--- src/rtl/branch_resolve_unit.sv ---
// EX-stage branch resolution: captures ID branch + prediction, resolves next cycle, flushes/redirects on mispredict.
// One-cycle capture-to-resolve latency; a squashed or stalled ID branch is dropped. Optional counters: BRU_STATS_EN.
module branch_resolve_unit #(
  parameter int XLEN    = 32,
  parameter int PC_STEP = 4
) (
  input  logic            clk,
  input  logic            rst,
  input  logic            stall_i,
  input  logic            ID_branch_i,
  input  logic [XLEN-1:0] ID_pc_i,
  input  logic [XLEN-1:0] ID_imm_i,
  input  logic            predict_i,
  input  logic [XLEN-1:0] ALUResult_i,
  output logic            flush_o,
  output logic [1:0]      pcSel_o,
  output logic [XLEN-1:0] redirectPC_o,
  output logic            upd_valid_o,
  output logic            upd_taken_o,
  output logic [31:0]     branchCount_o,
  output logic [31:0]     mispredCount_o
);

  localparam logic [1:0] PCSEL_NORMAL = 2'd0;
  localparam logic [1:0] PCSEL_FALL   = 2'd1;
  localparam logic [1:0] PCSEL_TARGET = 2'd2;

  logic            rec_valid_q, rec_valid_d;
  logic            rec_pred_q, rec_pred_d;
  logic [XLEN-1:0] rec_target_q, rec_target_d;
  logic [XLEN-1:0] rec_fall_q, rec_fall_d;

  logic taken;
  logic mispred;
  logic capture;

  always_comb begin
    taken   = rec_valid_q && (ALUResult_i == '0);
    mispred = rec_valid_q && (rec_pred_q != (ALUResult_i == '0));
  end

  always_comb begin
    flush_o      = 1'b0;
    pcSel_o      = PCSEL_NORMAL;
    redirectPC_o = '0;
    upd_valid_o  = rec_valid_q;
    upd_taken_o  = taken;
    if (mispred) begin
      flush_o = 1'b1;
      if (taken) begin
        pcSel_o      = PCSEL_TARGET;
        redirectPC_o = rec_target_q;
      end else begin
        pcSel_o      = PCSEL_FALL;
        redirectPC_o = rec_fall_q;
      end
    end
  end

  // The younger ID branch is squashed by our own flush, so it must not enter the record.
  always_comb begin
    capture      = ID_branch_i && !stall_i && !flush_o;
    rec_valid_d  = capture;
    rec_pred_d   = rec_pred_q;
    rec_target_d = rec_target_q;
    rec_fall_d   = rec_fall_q;
    if (capture) begin
      rec_pred_d   = predict_i;
      rec_target_d = ID_pc_i + (ID_imm_i << 1);
      rec_fall_d   = ID_pc_i + XLEN'(PC_STEP);
    end
  end

  always_ff @(posedge clk or negedge rst) begin
    if (!rst) begin
      rec_valid_q  <= 1'b0;
      rec_pred_q   <= 1'b0;
      rec_target_q <= '0;
      rec_fall_q   <= '0;
    end else begin
      rec_valid_q  <= rec_valid_d;
      rec_pred_q   <= rec_pred_d;
      rec_target_q <= rec_target_d;
      rec_fall_q   <= rec_fall_d;
    end
  end

`ifdef BRU_STATS_EN
  logic [31:0] branch_cnt_q, branch_cnt_d;
  logic [31:0] mispred_cnt_q, mispred_cnt_d;

  // Saturating: a wrapped counter would silently corrupt long-run statistics.
  always_comb begin
    branch_cnt_d  = branch_cnt_q;
    mispred_cnt_d = mispred_cnt_q;
    if (upd_valid_o && (branch_cnt_q != 32'hFFFF_FFFF)) begin
      branch_cnt_d = branch_cnt_q + 32'd1;
    end
    if (flush_o && (mispred_cnt_q != 32'hFFFF_FFFF)) begin
      mispred_cnt_d = mispred_cnt_q + 32'd1;
    end
  end

  always_ff @(posedge clk or negedge rst) begin
    if (!rst) begin
      branch_cnt_q  <= '0;
      mispred_cnt_q <= '0;
    end else begin
      branch_cnt_q  <= branch_cnt_d;
      mispred_cnt_q <= mispred_cnt_d;
    end
  end

  assign branchCount_o  = branch_cnt_q;
  assign mispredCount_o = mispred_cnt_q;
`else
  assign branchCount_o  = '0;
  assign mispredCount_o = '0;
`endif

endmodule
--- config.mk ---
export PLATFORM = sky130hd
export DESIGN_NAME = branch_resolve_unit
export DESIGN_NICKNAME = d
export VERILOG_FILES = /design/src/rtl/branch_resolve_unit.sv
export SDC_FILE = /design/constraint.sdc
export NUM_CORES = 1
export LEC_CHECK = 0
export CAP_MARGIN = 10
export CORE_MARGIN = 2
export CORE_UTILIZATION = 30
export DETAILED_ROUTE_END_ITERATION = 10
export PLACE_DENSITY = 0.58
export SYNTH_ARGS = -nofsm -noshare
export SYNTH_HDL_FRONTEND = slang
export SYNTH_SLANG_ARGS = --single-unit
--- constraint.sdc ---
create_clock -name clk -period 6.6 [get_ports clk]
set_clock_uncertainty 0.15 [all_clocks]
set_input_delay 0.99 -clock clk [delete_from_list [all_inputs] [get_ports clk]]
set_output_delay 0.99 -clock clk [all_outputs]
set_load 0.01 [all_outputs]
==> flow_summary.json, run 1 <==
{
  "port_buffers": 136,
  "syn-instance-count": 639,
  "final_cell_mix": "clkdlybuf4s50_1 (135), nand2_1 (115), o21ai_0 (69), dfrtp_1 (65), conb_1 (64)",
  "tightest_slew_ps": 884,
  "slew_headroom": 0.411,
  "finalMaxSlewViolations": 0,
  "cp.arrival_ps": 3990,
  "synth_edf_count": 0,
  "cp-startpoint": "ALUResult_i[26]",
  "synth_compound_area_frac": 0.207,
  "boundaryPins": 202,
  "grt_max_degree": 79,
  "synthSimpleGateAreaFrac": 0.192,
  "synth_area_leaders": "dfrtp_1 (31%), buf_4 (9.2%), nand2_1 (8.3%)",
  "clkSinkCount": 65,
  "yosys_most_used_dff": "dfrtp_1",
  "die_x_um": 136,
  "drc": 0,
  "muxShareOfSynthArea": 0.00192,
  "start_util": 0.304,
  "crit_slowest_cell": "and3b_1",
  "min_from": "rec_fall_q[13]$_DFFE_PN0P_",
  "synth_top_area_frac": 0.312,
  "ant_nets": 0,
  "grt_pass1_wl_um": 22400,
  "yosysUniqueCellTypes": 49,
  "numCtsBuffers": 9,
  "peakVddDrop_mv": 0.124,
  "die_h_um": 136,
  "crit_fanout": 22,
  "path_clk_slew_ps": 50,
  "synthAdderAreaFrac": 0.0783,
  "syn_area_um2": 5210,
  "crit_required_ps": 5460,
  "via_per_inst": 4.73,
  "crit_buf_inv": 3,
  "maxCapViolCount": 0,
  "diodes": 0,
  "num_rows": 48,
  "drt-initial-drc-count": 293,
  "insertion_delay_ps": 320,
  "setup_viol": 0,
  "syn_to_final_growth_pct": 31.2,
  "hold_path_class": "reg -> reg",
  "cp_common_cell": "clkdlybuf4s50_1",
  "cts_htree_levels": 3,
  "syn_avg_cell_area_um2": 8.15,
  "cts_tree": "built",
  "cts.repair.resized": 0,
  "finalHoldViolCount": 0,
  "routed_wl_um": 14600,
  "grt-ovfl-total": 0,
  "setup_tns_ps": 0,
  "num-nets-final": 896,
  "post_cts_buffers": 0,
  "root_buffer": "clkbuf_16",
  "clock_path_buffers": 2,
  "postCtsHoldBufs": 0,
  "synth_top_family_by_area": "compound AO/OA/AOI/OAI gates",
  "path_class": "in -> out",
  "placed_area_um2": 6530,
  "crit_chain": "clkdlybuf4s50_1, nor4_1, nand2_1, nor4_4, and3b_1, buf_4, a22o_1, clkdlybuf4s50_1",
  "yosysSeqAreaShare": 0.312,
  "wl_per_cell_um": 14.7,
  "r2r_start": "upd_valid_o$_DFF_PN0_",
  "ys_warn_count": 0,
  "drive_gt1_frac": 0.0313,
  "power.total_mw": 1.38,
  "status": "finished clean",
  "grtUsageTotal": 0.157,
  "place.detailed.hpwl_um": 11200,
  "max_freq_mhz": 195,
  "start_kind": "primary input",
  "synth_xor_area_frac": 0.0892,
  "fin_area_um2": 6830,
  "synth-seq-cells": 65,
  "cpPeakStageDelay_ps": 600,
  "synthArstFlopShare": 1.00,
  "fillers": 1777,
  "critPathTopFamily": "simple AND/OR/NAND/NOR gates",
  "rsz0062_at_grt": "false",
  "antenna_found_initial": 0,
  "gp_congestion": 0.835,
  "die_area_um2": 18400,
  "dr.pass1.iters": 4,
  "grt_pass1_vias": 4419,
  "power_leakage_nw": 2.94,
  "synth_area_leader_cell": "dfrtp_1",
  "powerDensity_nw_per_um2": 202,
  "fin_crit_ps": 5130,
  "coreArea_um2": 17100,
  "endpoint_kind": "primary output",
  "final_common_cell": "clkdlybuf4s50_1",
  "fin_crit_sh": 0.777,
  "vias": 4692
}
==> report_power, final <==
part	leakage [nW]	internal (mW)	switching [mW]
Combinational	1.99	0.169	0.199
Clock	0.148	0.331	0.170
Sequential	0.804	0.474	0.0397
==> worst paths after layout <==
check	depth (start not counted)	slack (ps)	to
setup reg to reg	6	3780	rec_target_q[26]$_DFFE_PN0P_
setup / recovery	8	1470	redirectPC_o[17]
hold reg to reg	2	310	rec_fall_q[13]$_DFFE_PN0P_
hold / removal	2	310	rec_fall_q[13]$_DFFE_PN0P_
max in group asynchronous	2	5000	rec_target_q[3]$_DFFE_PN0P_
min in group asynchronous	2	700	rec_target_q[10]$_DFFE_PN0P_
==> state kept, by name, indices dropped and copies added, names as in the netlist <==
register,flops
rec_fall_q,31
rec_pred_q,1
rec_target_q,32
upd_valid_o,1
==> worst reg2reg max path, stage by stage, from the launching register on <==
cell,delay (ps)
dfrtp_1,410
and3b_1,380
or4b_4,880
inv_2,450
nand2_1,80
or3_1,320
nand3_1,90
==> synth_stat cells (2+ instances only) <==
library cell,number
nand2_1,115
o21ai_0,69
dfrtp_1,65
buf_4,64
a22o_1,31
ha_1,31
a21oi_1,29
nand3_1,29
nor2_1,27
xnor2_1,27
xor2_1,26
clkbuf_1,23
a21o_1,13
nand4_1,9
nor4_1,9
nor3_1,8
a211oi_1,7
inv_1,7
or3_1,6
and3_1,5
o31ai_1,4
and2_1,3
o21a_1,3
or2_2,3
buf_2,2
==> through the flow <==
step | utilization | setup WS (ps) | hold WS [ps] | instances
2_1_floorplan | - | 2860 | 287 | 702
3_3_place_gp | 0.381 | 1440 | 303 | 977
3_5_place_dp | 0.381 | 1420 | 306 | 977
4_1_cts | 0.399 | 1430 | 318 | 993
5_1_grt | 0.399 | 1270 | 350 | 993
6_report | 0.399 | 1470 | 313 | 993
==> layer usage <==
| metal | vias to the layer above | global-route usage | part of all wire | routed length (µm) |
|---|---|---|---|---|
| met5 | - | 0 | 0 | 0 |
| met3 | 6 | 0.0277 | 0.058 | 850 |
| met1 | 2187 | 0.216 | 0.48 | 6970 |
| met2 | 124 | 0.249 | 0.45 | 6610 |
| met4 | 0 | 0.0503 | 0.0087 | 126 |
| li1 | 2375 | - | - | - |
==> final cells by class <==
cell class	instances	area (µm²)	area share
clock inverters	3	65.1	0.00952
well taps	225	282	0.0412
flip-flops and latches	65	1630	0.238
repair buffers	140	1390	0.203
clock buffers	13	240	0.0352
multi-input cells	539	3200	0.469
inverters	8	30.0	0.00440
==> cell families after synthesis <==
logic type      Yosys count
fa+ha+maj                32
xor+xnor                 53
mux                       1
other cells               1
flops                    65
compound gates          169
simple gates            220
buf+inv                  98
No activity file was read; power rests on OpenSTA's default activity.
==> run 2: changes to the inputs <==
Settings changed: PLACE_DENSITY 0.58 to 0.6.
Clock period 6.6 ns to 4.1 ns, I/O delays scaled along.
==> run 2 against run 1 <==
Against the previous run:
- clock power rose by 35%
- highest routed layer unchanged
- worst hold slack better by 1.3 ps
- sequential power up 61%
- sequential cell count stayed put
- first-iteration DRC count decreased by 14%
- register-to-register slack lost 2000 ps
- critical path depth did not move
- total power up 52%
- critical endpoint is now redirectPC_o[16]
- sequential share of layout area shrank 0.28 points
- global-route usage up 0.20 points
==> flow_summary.json, run 2 (synthesis gave the netlist of run 1 again) <==
{
  "final_cell_mix": "clkdlybuf4s50_1 (135), nand2_1 (115), o21ai_0 (69), dfrtp_1 (65), conb_1 (64)",
  "slew_headroom": 0.419,
  "num_rows": 48,
  "antenna_found_initial": 0,
  "die_x_um": 136,
  "root_buffer": "clkbuf_16",
  "power_leakage_nw": 2.99,
  "peakVddDrop_mv": 0.164,
  "crit_fanout": 19,
  "boundaryPins": 202,
  "postCtsHoldBufs": 0,
  "routed_wl_um": 14800,
  "grt-ovfl-total": 0,
  "die_area_um2": 18400,
  "path_clk_slew_ps": 50,
  "drive_gt1_frac": 0.0463,
  "max_freq_mhz": 260,
  "hold_path_class": "reg -> reg",
  "fin_crit_sh": 0.937,
  "wl_per_cell_um": 14.8,
  "crit_slowest_cell": "clkdlybuf4s50_1",
  "drt-initial-drc-count": 252,
  "start_util": 0.304,
  "maxCapViolCount": 0,
  "rsz0062_at_grt": "false",
  "dr.pass1.iters": 4,
  "diodes": 0,
  "crit_buf_inv": 3,
  "cp.arrival_ps": 3080,
  "cts_tree": "built",
  "critPathTopFamily": "buffers and inverters",
  "largestRegisters": "rec_target_q x32, rec_fall_q x31",
  "coreArea_um2": 17100,
  "grtUsageTotal": 0.159,
  "die_h_um": 136,
  "vias": 4729,
  "tightest_slew_ps": 871,
  "fin_crit_ps": 3840,
  "setup_viol": 0,
  "crit_required_ps": 3340,
  "insertion_delay_ps": 320,
  "setup_tns_ps": 0,
  "clkSinkCount": 65,
  "gp_congestion": 0.870,
  "clock_path_buffers": 2,
  "largest_reg_flops": 32,
  "finalHoldViolCount": 0,
  "cts.repair.resized": 0,
  "start_kind": "primary input",
  "grt_max_degree": 66,
  "utilization": 0.404,
  "status": "finished clean",
  "finalMaxSlewViolations": 0,
  "cpPeakStageDelay_ps": 550,
  "path_class": "in -> out",
  "largest-register": "rec_target_q",
  "ant_nets": 0,
  "via_per_inst": 4.71,
  "place.detailed.hpwl_um": 11700,
  "grt_pass1_vias": 4510,
  "syn_to_final_growth_pct": 32.8,
  "grt_pass1_wl_um": 23000,
  "endpoint_kind": "primary output",
  "final_common_cell": "clkdlybuf4s50_1",
  "whs_ps": 314,
  "powerDensity_nw_per_um2": 305,
  "num-nets-final": 909,
  "cp_common_cell": "clkdlybuf4s50_1",
  "numCtsBuffers": 9,
  "port_buffers": 136,
  "post_cts_buffers": 0,
  "cts_htree_levels": 3,
  "drc": 0,
  "crit_chain": "clkdlybuf4s50_1, nor4_1, nand2_1, nor4_4, and3b_1, buf_12, a22o_1, clkdlybuf4s50_1"
}
[run 2: changes by cell type in the layout (fill, tap and decap cells not counted)]
cell / before / now
clkbuf_8: 0 / 1
bufinv_16: 2 / 0
buf_4: 4 / 14
buf_12: 0 / 3
clkbuf_1: 4 / 2
[run 2: path summary, 6_finish.rpt]
kind	startpoint	endpoint	slack [ps]	depth (start not counted)
worst min-delay path	rec_target_q[0]$_DFFE_PN0P_	rec_target_q[0]$_DFFE_PN0P_	310	2
worst min register to register	rec_target_q[0]$_DFFE_PN0P_	rec_target_q[0]$_DFFE_PN0P_	310	2
min in group asynchronous	rst	rec_fall_q[10]$_DFFE_PN0P_	330	2
worst max-delay path	ALUResult_i[18]	redirectPC_o[16]	260	8
max in group asynchronous	rst	rec_fall_q[31]$_DFFE_PN0P_	2890	2
worst max register to register	upd_valid_o$_DFF_PN0_	rec_target_q[28]$_DFFE_PN0P_	1760	8
[run 2: report_power, final]
part	total [mW]	switching, mW	internal (mW)
combinational	0.601	0.321	0.280
clock	0.676	0.262	0.414
sequential	0.829	0.0657	0.764
[run 2: area by class of cell]
type / count / area, µm²
well taps: 225 / 282
clock buffers: 12 / 246
inverters: 8 / 30.0
fillers: 1800 / 10200
clock inverters: 1 / 5.00
repair buffers: 153 / 1520
multi-input cells: 539 / 3200
flip-flops and latches: 65 / 1630
[run 2: per-stage QoR]
stage | power, mW | std cells | setup slack, ps | instance area (µm²)
after floorplan | 1.23 | 702 | 1110 | 5440
after detailed placement | 1.45 | 990 | 231 | 6660
after CTS | 2.13 | 1003 | 213 | 6910
final | 2.11 | 1003 | 257 | 6910
after global routing | 2.24 | 1003 | 82.1 | 6910
after global placement | 1.43 | 990 | 236 | 6660
[run 2: worst min-delay path: cells and delay by family, from the launching register on]
family	cells	cell delay [ps]
flops	1	330
simple gates	2	110
[run 2: per-layer routing]
layer | routed length (µm) | GRT usage | part of all wire
met5 | 0 | 0 | 0
met4 | 125 | 0.0434 | 0.0084
met3 | 903 | 0.0224 | 0.061
met2 | 7000 | 0.264 | 0.47
met1 | 6770 | 0.216 | 0.46
==> run 3: changes to the inputs <==
Settings changed: ABC_CLOCK_PERIOD_IN_PS set to 4100.
==> results of run 3 <==
Final layout, timing and power as in run 2 (identical DEF).
